### config.mk
export PLATFORM = sky130hd
export DESIGN_NAME = frame_scheduler
export DESIGN_NICKNAME = d
export VERILOG_FILES = /design/src/rtl/spi_led_pkg.sv /design/src/rtl/idle_gap_timer.sv /design/src/rtl/frame_scheduler.sv
export SDC_FILE = /design/constraint.sdc
export NUM_CORES = 1
export LEC_CHECK = 0
export BUFFER_PORTS_ARGS = -buffer_cell sky130_fd_sc_hd__buf_2
export CAP_MARGIN = 40
export CORE_ASPECT_RATIO = 1.75
export CORE_UTILIZATION = 25
export CTS_BUF_LIST = sky130_fd_sc_hd__clkbuf_16
export CTS_CLUSTER_DIAMETER = 150
export DETAILED_ROUTE_END_ITERATION = 8
export GPL_ROUTABILITY_DRIVEN = 0
export PLACE_DENSITY = 0.4
export SYNTH_ARGS = -nofsm -noshare
export SYNTH_HDL_FRONTEND = slang
export SYNTH_SLANG_ARGS = --single-unit
### constraint.sdc
create_clock -name i_clk50m -period 2.2 [get_ports i_clk50m]
set_input_delay 0.11 -clock i_clk50m [delete_from_list [all_inputs] [get_ports i_clk50m]]
set_output_delay 0.11 -clock i_clk50m [all_outputs]
set_load 0.01 [all_outputs]
### src/rtl/spi_led_pkg.sv
// Shared types and defaults for the SPI-driven NeoPixel controller.
// Scheduler state encoding is visible on o_state, so the values are fixed.
package spi_led_pkg;

  localparam int LATCH_CYCLES_DEFAULT = 15000;

  typedef enum logic [2:0] {
    IDLE   = 3'd0,
    SWAP   = 3'd1,
    SETTLE = 3'd2,
    START  = 3'd3,
    RUN    = 3'd4
  } sched_state_t;

  // Width of a counter that must hold 0..max_val (never narrower than 1 bit).
  function automatic int cnt_width(input int max_val);
    return (max_val < 2) ? 1 : $clog2(max_val + 1);
  endfunction

endpackage

### src/rtl/idle_gap_timer.sv
// WS2812 latch-gap timer: counts consecutive cycles with every driver idle.
// Resets saturated so the first frame after reset is not delayed.
module idle_gap_timer
  import spi_led_pkg::*;
#(
  parameter int LATCH_CYCLES = LATCH_CYCLES_DEFAULT
) (
  input  logic i_clk50m,
  input  logic i_rst_n,
  input  logic i_busy_any,
  output logic o_gap_ok
);

  localparam int                 W   = cnt_width(LATCH_CYCLES);
  localparam logic [W-1:0]       SAT = W'(LATCH_CYCLES);

  logic [W-1:0] cnt_q, cnt_d;

  always_comb begin
    cnt_d = cnt_q;
    if (i_busy_any) begin
      cnt_d = '0;
    end else if (cnt_q != SAT) begin
      cnt_d = cnt_q + 1'b1;
    end
  end

  always_ff @(posedge i_clk50m or negedge i_rst_n) begin
    if (!i_rst_n) begin
      cnt_q <= SAT;
    end else begin
      cnt_q <= cnt_d;
    end
  end

  assign o_gap_ok = (cnt_q == SAT) && !i_busy_any;

endmodule

### src/rtl/frame_scheduler.sv
// Sequences double-buffer swaps and driver starts across all NeoPixel channels,
// coalescing frames that arrive while one is pending and optionally re-sending.
module frame_scheduler
  import spi_led_pkg::*;
#(
  parameter int CH_NUM         = 6,
  parameter int LATCH_CYCLES   = LATCH_CYCLES_DEFAULT,
  parameter int START_DELAY    = 2,
  parameter int REFRESH_CYCLES = 0,
  parameter int RUN_TIMEOUT    = 8
) (
  input  logic              i_clk50m,
  input  logic              i_rst_n,
  input  logic              i_frame_valid,
  input  logic [CH_NUM-1:0] i_busy,
  output logic              o_swap,
  output logic              o_start,
  output logic              o_pending,
  output logic [7:0]        o_drop_cnt,
  output logic [2:0]        o_state
);

  localparam int            RW       = cnt_width(REFRESH_CYCLES);
  localparam int            TW       = cnt_width(RUN_TIMEOUT);
  localparam logic [RW-1:0] REF_SAT  = RW'(REFRESH_CYCLES);
  localparam logic [TW-1:0] RUN_LAST = TW'(RUN_TIMEOUT - 1);

  sched_state_t  state_q, state_d;
  logic          pending_q, pending_d;
  logic [7:0]    drop_q, drop_d;
  logic [2:0]    settle_q, settle_d;
  logic [TW-1:0] run_cnt_q, run_cnt_d;
  logic          seen_busy_q, seen_busy_d;
  logic [RW-1:0] refresh_q, refresh_d;
  logic          swap_q, start_q;

  logic busy_any, gap_ok, pend_now, refresh_due;

  assign busy_any    = |i_busy;
  assign pend_now    = pending_q | i_frame_valid;
  assign refresh_due = (REFRESH_CYCLES != 0) && (refresh_q == REF_SAT);

  idle_gap_timer #(
    .LATCH_CYCLES(LATCH_CYCLES)
  ) u_gap (
    .i_clk50m  (i_clk50m),
    .i_rst_n   (i_rst_n),
    .i_busy_any(busy_any),
    .o_gap_ok  (gap_ok)
  );

  always_comb begin
    state_d     = state_q;
    settle_d    = settle_q;
    run_cnt_d   = run_cnt_q;
    seen_busy_d = seen_busy_q;
    case (state_q)
      IDLE: begin
        if (pend_now && gap_ok) begin
          state_d = SWAP;
        end else if (!pend_now && refresh_due && gap_ok) begin
          state_d = START;
        end
      end
      SWAP: begin
        // SETTLE lasts START_DELAY-1 cycles; a delay of 1 skips it entirely.
        settle_d = 3'(START_DELAY - 1);
        state_d  = (START_DELAY <= 1) ? START : SETTLE;
      end
      SETTLE: begin
        if (settle_q <= 3'd1) begin
          state_d = START;
        end else begin
          settle_d = settle_q - 3'd1;
        end
      end
      START: begin
        state_d     = RUN;
        run_cnt_d   = '0;
        seen_busy_d = 1'b0;
      end
      RUN: begin
        if (seen_busy_q) begin
          if (!busy_any) state_d = IDLE;
        end else if (busy_any) begin
          seen_busy_d = 1'b1;
        end else if (run_cnt_q == RUN_LAST) begin
          state_d = IDLE;
        end else begin
          run_cnt_d = run_cnt_q + 1'b1;
        end
      end
      default: state_d = IDLE;
    endcase
  end

  // The swapped buffer already holds a frame arriving during SWAP, so it is neither pending nor dropped.
  always_comb begin
    pending_d = pending_q;
    drop_d    = drop_q;
    if (state_q == SWAP) begin
      pending_d = 1'b0;
    end else if (i_frame_valid) begin
      pending_d = 1'b1;
      if (pending_q && (drop_q != 8'hFF)) drop_d = drop_q + 8'd1;
    end
  end

  always_comb begin
    refresh_d = refresh_q;
    if (state_d == START) begin
      refresh_d = '0;
    end else if (refresh_q != REF_SAT) begin
      refresh_d = refresh_q + 1'b1;
    end
  end

  always_ff @(posedge i_clk50m or negedge i_rst_n) begin
    if (!i_rst_n) begin
      state_q     <= IDLE;
      pending_q   <= 1'b0;
      drop_q      <= '0;
      settle_q    <= '0;
      run_cnt_q   <= '0;
      seen_busy_q <= 1'b0;
      refresh_q   <= '0;
      swap_q      <= 1'b0;
      start_q     <= 1'b0;
    end else begin
      state_q     <= state_d;
      pending_q   <= pending_d;
      drop_q      <= drop_d;
      settle_q    <= settle_d;
      run_cnt_q   <= run_cnt_d;
      seen_busy_q <= seen_busy_d;
      refresh_q   <= refresh_d;
      swap_q      <= (state_d == SWAP);
      start_q     <= (state_d == START);
    end
  end

  assign o_swap     = swap_q;
  assign o_start    = start_q;
  assign o_pending  = pending_q;
  assign o_drop_cnt = drop_q;
  assign o_state    = state_q;

endmodule
# Yosys cells after proc, flatten, opt, wreduce, memory -nomap -nowiden
# Index checks and enable logic that the tools add are counted.
word_totals:
  register_bits: 36
  in_bits: 9
  output_inout_bits: 14
  elab_cells: 63
op_classes:
  n_addsub: 4
  magnitude_cmp: 1
  eq_ne: 14
  muxes: 20
  bitwise_logic: 2
  reduce_logical: 13
ops:
  columns: ["operator", "count"]
  rows:
  - ["$mux W14", 2]
  - ["$mux W3", 7]
  - ["$pmux W3 S5", 1]
  - ["$add A14 B1 Y14 const B", 1]
  - ["$eq A14 B14 Y1 const B", 1]
  - ["$ne A14 B14 Y1 const B", 1]
  - ["$mux W4", 3]
  - ["$eq A3 B2 Y1 const B", 3]
  - ["$add A8 B1 Y8 const B", 1]
  - ["$ne A2 B2 Y1 const B", 4]
  - ["$ne A8 B8 Y1 const B", 1]
  - ["$pmux W4 S2", 1]
  - ["$reduce_bool A2 Y1", 4]
  - ["$eq A3 B1 Y1 const B", 2]
  - ["$pmux W3 S2", 1]
  - ["$reduce_or A6 Y1", 1]
  - ["$add A4 B1 Y4 const B", 1]
  - ["$eq A4 B3 Y1 const B", 1]
  - ["$mux W1", 4]
  - ["$reduce_and A4 Y1", 1]
  - ["$eq A3 B3 Y1 const B", 1]
  - ["$le A3 B1 Y1 const B", 1]
  - ["$logic_and A1 B1 Y1", 3]
  - ["$logic_not A3 Y1", 1]
  - ["7 further kinds", 7]

# Depth between registers and ports, before layout
depth:
  ltp_word: 7
  mapped_depth: 7
  depth_no_buf: 6

# By module
# Synthesis repeated with hierarchy kept, for this count alone.
unflattened:
  cells_unflattened: 193
  hier_area_um2: 1981.9
by_module_without_submodules:
  columns: ["module", "instances", "cells_each", "area_each_um2", "seq_area_each_um2"]
  rows:
  - ["frame_scheduler", 1, 108, 1133.6, 550.5]
  - ["idle_gap_timer", 1, 85, 848.3, 359.1]

# Worst setup path before layout
# No wires, ideal clock.
synth_path:
  path_type: "register -> register"
  from: "reg u_gap.cnt_q[0]"
  to: "reg state_q[0] (netlist: o_state[0])"
  setup_ps: 65
  arrival_ps: 1712
  required_time_ps: 2135
  setup_slack_ps: 423
  path_stages_with_launch: 8
  path_buffers: 1
  synth_period_minus_slack_ps: 1777
  path_cell_list: "dfrtp_1 > inv_1 > ha_1 > nand4bb_1 > or4_1 > clkbuf_1 > nor4_4 > or2_1"
synth_between:
  elab_chain_cells: 5
synth_lines:
  columns: ["element", "line", "rtl"]
  rows:
  - ["from (decl)", "idle_gap_timer.sv:17", "logic [W-1:0] cnt_q, cnt_d;"]
  - ["from (signal assigned)", "idle_gap_timer.sv:32", "cnt_q <= cnt_d;"]
  - ["$eq A14 B14 Y1", "idle_gap_timer.sv:36", "assign o_gap_ok = (cnt_q == SAT) && !i_busy_any;"]
  - ["$logic_and A1 B1 Y1", "idle_gap_timer.sv:36", null]
  - ["$logic_and A1 B1 Y1", "frame_scheduler.sv:59", "if (pend_now && gap_ok) begin"]
  - ["$mux W3", "frame_scheduler.sv:59", null]
  - ["$pmux W3 S5", "frame_scheduler.sv:57", "case (state_q)"]
  - ["named net state_d[0]", "frame_scheduler.sv:28", "sched_state_t state_q, state_d;"]
  - ["to (signal assigned)", "frame_scheduler.sv:130", "state_q <= state_d;"]
  - ["to (decl)", "frame_scheduler.sv:28", null]
# The timed path passes the listed nets, and every way through them passes these cells.
# A chain may end at the register's enable or synchronous reset.

# Worst setup path after layout
# Ends and elaborated chain as after synthesis.

==> out/summary.md <==
The number of nets handed over by synthesis was 195. Wire length of the first global-routing pass: 7.148 mm. The fraction of layout instances using a drive strength above 1 is 0.2476. Port buffering added 22 buffers. The kind of cell with the highest combined delay along the critical path is simple AND/OR/NAND/NOR gates.

The pin count of the biggest net entering global routing was 32. The cell at the slowest stage of the critical path was sky130_fd_sc_hd__or4_1. After floorplanning, the core was divided into 41 placement rows. The number of buffer and inverter stages on the critical path came out at 1. The internal power of the cells totals 1.395 mW. The met3 layer usage reported by global route was 0.03027.

The number of flops mapped to enable cells by yosys was 0; the power density of the placed cells was 834.0 mW/mm^2. For the final routed database, the setup TNS stands at 0 ns. The clock sink count came out at 36. The met2 global-route usage was 0.2127. Detailed placement ended at an HPWL of 3.079 mm. For the finished layout, the period the worst path requires is 1.866 ns.

Sort of element at the start of the critical path: a register. The floorplan die height works out to 116.3 microns. On the worst path, the slowest cell contributes a delay of 0.67 ns. The initial antenna violation count is 0. The tools report the final clock skew as 0.003550 ns. The hold violation count in the final report came out at 0. The top cell types in the final layout, fill and taps aside, are sky130_fd_sc_hd__dfrtp_1, sky130_fd_sc_hd__buf_2, sky130_fd_sc_hd__nor2_1. The die area was 0.007830 sq mm. After clock tree synthesis, the clock-pin slew on the worst setup and hold paths is 0.06 ns. For the number of gates resized after CTS, the log shows 0. For this design the top-level I/O count stands at 23.

By startpoint and endpoint, the worst setup path is classified as reg2reg. The tightest min-delay check is of the in2reg type. The insertion delay of the later-clocked pin in the worst-skew pair was 0.29 ns; the final worst setup slack was 0.3342 ns. Required time of the critical path: 2.43 ns.

At the pin with the least slew margin, the transition time is 0.4858 ns. The distinct cell type count of the synthesized netlist is 45. The area growth from synthesis to layout is 22.52%, and the total via count in the routed design is 1401.

The worst-case IR drop observed on VDD is 533.1 uV. The global routing stage identified its most utilized layer as met2. Wires add up to 4.286 mm. Yosys printed 0 warnings. The switching share of total power is 0.2687, and the reported max-cap violation count is 0. The clock passes through at most 2 buffers.

The most used flip-flop cell after synthesis is sky130_fd_sc_hd__dfrtp_1. The tools report the combinational group share of total power as 0.145. The share of synthesized area occupied by flip-flops and latches was 0.4873. TritonCTS built the clock tree.

Number of DRC markers after the initial detailed-route iteration: 41. Setup repair after global routing left no endpoint under its margin. The analysis attributes to net switching a power of 512.5 uW. The gate count of the mapped netlist was 180; the number of global-route vias before repair was 1430. The most common library cell in the layout ignoring fill and taps was sky130_fd_sc_hd__dfrtp_1. For the final max-slew violation count, the log shows 0. The kind of end point of the critical path is a register.

The number of antenna diodes in the final layout is 0. The count of nets after finishing was 224. The number of nets with antenna violations after routing is 0, and the largest driver fanout on the critical path is 4. Measured along the x axis, the die boundary spans 67.32 microns.

The logs give 0.3337 ns for the worst slack at placement and 0.001867 sq mm for the post-synthesis instance area. The number of design rule violations left after detail routing was 0. For the global routing usage on met1, the log shows 0.1481. Using the TritonRoute via totals, the vias-per-cell ratio works out to 4.733.

For the share of the core filled with cells, the log shows 0.3162. The run finished with clean final reports. The number of register bits inferred by synthesis is 36, and the clock network power share is 0.433. The average instance in the mapped netlist occupies 10.37 sq um. The critical path goes through inv_1, ha_1, nand4bb_1, or4_1, nor4_4, or2_1.

The logs give 0.422 for the relative contribution of sequential cells to total power and 5 for the CTS buffer count. The overall global routing resource usage came out at 0.1284. For the deepest level of the CTS H-tree, the log shows 2. The initial core utilization was 0.2581.

The run gives 2.09 ns as the data arrival time of the critical path. The final worst-path cycle share came out at 0.8481. The logs give 0.6732 for the tightest slew margin relative to the limit and 0.007233 sq mm for the core region area.

The final global-route overflow total is 0, and the detailed-route wire length per cell is 14.48 microns. The share of flip-flops with an asynchronous set or reset after synthesis works out to 1.000. The pre-antenna-repair detailed-routing pass consisted of 4 iterations. The total setup violations reported at the end of the flow is 0. For this run, the top clock speed supported by timing is 536.0 MHz.

The buffer type at the clock tree root was sky130_fd_sc_hd__clkbuf_16. The analysis attributes to cell leakage a power of 1.005 nW.
-- path summary, 6_finish.rpt --
check                          startpoint  depth (start not counted)  slack, ns             end
setup / recovery           u_gap.cnt_q[0]                          6       0.33      o_state[0]
max in group asynchronous         i_rst_n                          3       1.53  u_gap.cnt_q[9]
setup reg to reg           u_gap.cnt_q[0]                          6       0.33      o_state[0]
hold / removal              i_frame_valid                          3       0.08       o_pending
min in group asynchronous         i_rst_n                          2       0.19     settle_q[0]
hold reg to reg             o_drop_cnt[6]                          1       0.49   o_drop_cnt[6]
-- area by class of cell --
class	count	area, sq um
inverters	8	30.03
clock buffers	5	125.1
fillers	751	4946
repair buffers	30	185.2
flip-flops and latches	36	909.6
multi-input cells	128	887.1
clock inverters	3	42.54
well taps	86	107.6
-- timing repair --
action / 4_1_cts / 5_1_grt
hold endpoints to repair: 29 / 0
buffers inserted: 0 / 0
hold buffers: 1 / 0
-- kinds of logic after synthesis --
kind of cell               after synthesis  share of synthesized area
xor gates and xnor gates                18                    0.08446
AOI/OAI and AO/OA                       25                    0.09518
muxes                                    5                    0.02748
adders and majority gates                6                    0.04021
and+or+nand+nor                         74                     0.2279
DFF                                     36                     0.4873
buffers and inverters                   16                    0.03754
-- metrics by stage --
stage                     hold slack [ns]  cell area (sq um)  power (mW)  cells
after global routing              0.09962               2287       1.993    296
after global placement             0.2830               2090       1.096    286
after detailed placement         -0.04507               2110       1.096    287
after floorplan                   -0.1856               1867      0.9553    180
after CTS                         0.08070               2287       1.940    296
final                             0.08195               2287       1.907    296
-- cell usage after synthesis, drive strengths merged (3+ instances only) --
master	number	area share
and3	6	0.020
inv	8	0.016
nand2	12	0.024
nand2b	3	0.010
a21oi	3	0.0080
buf	3	0.011
clkbuf	5	0.010
dfrtp	29	0.39
nand4	5	0.017
mux2i	4	0.021
ha	6	0.040
xor2	9	0.042
or2	4	0.015
or3	3	0.010
dfstp	7	0.099
and4	3	0.014
nor2	18	0.036
o21ai	8	0.021
nand3	8	0.021
xnor2	9	0.042
-- tightest hold or removal path: cells and delay by family --
family / cells / cell delay [ns]
AND/OR/NAND/NOR: 2 / 0.12
buffers and inverters: 1 / 0.10
-- power groups by stage --
| stage | logic (mW) | clock network, mW | registers, mW |
|---|---|---|---|
| 4_1_cts | 0.283 | 0.850 | 0.807 |
| 3_5_place_dp | 0.279 | 0 | 0.817 |
| 5_1_grt | 0.301 | 0.874 | 0.818 |
| 6_report | 0.277 | 0.825 | 0.806 |
| 2_1_floorplan | 0.122 | 0 | 0.833 |
| 3_3_place_gp | 0.277 | 0 | 0.820 |
-- registers in the layout (all words and copies together), names as in the netlist --
| register | cells |
|---|---|
| o_drop_cnt | 8 |
| o_pending | 1 |
| o_start | 1 |
| o_state | 3 |
| o_swap | 1 |
| run_cnt_q | 4 |
| seen_busy_q | 1 |
| settle_q | 3 |
| u_gap.cnt_q | 14 |
-- per-layer routing --
metal	routed length [microns]	vias to the layer above
li1	-	688
met1	1823	680
met2	2197	26
met3	154	7
met4	110	0
met5	0	-
(Power assumes the default switching activity.)
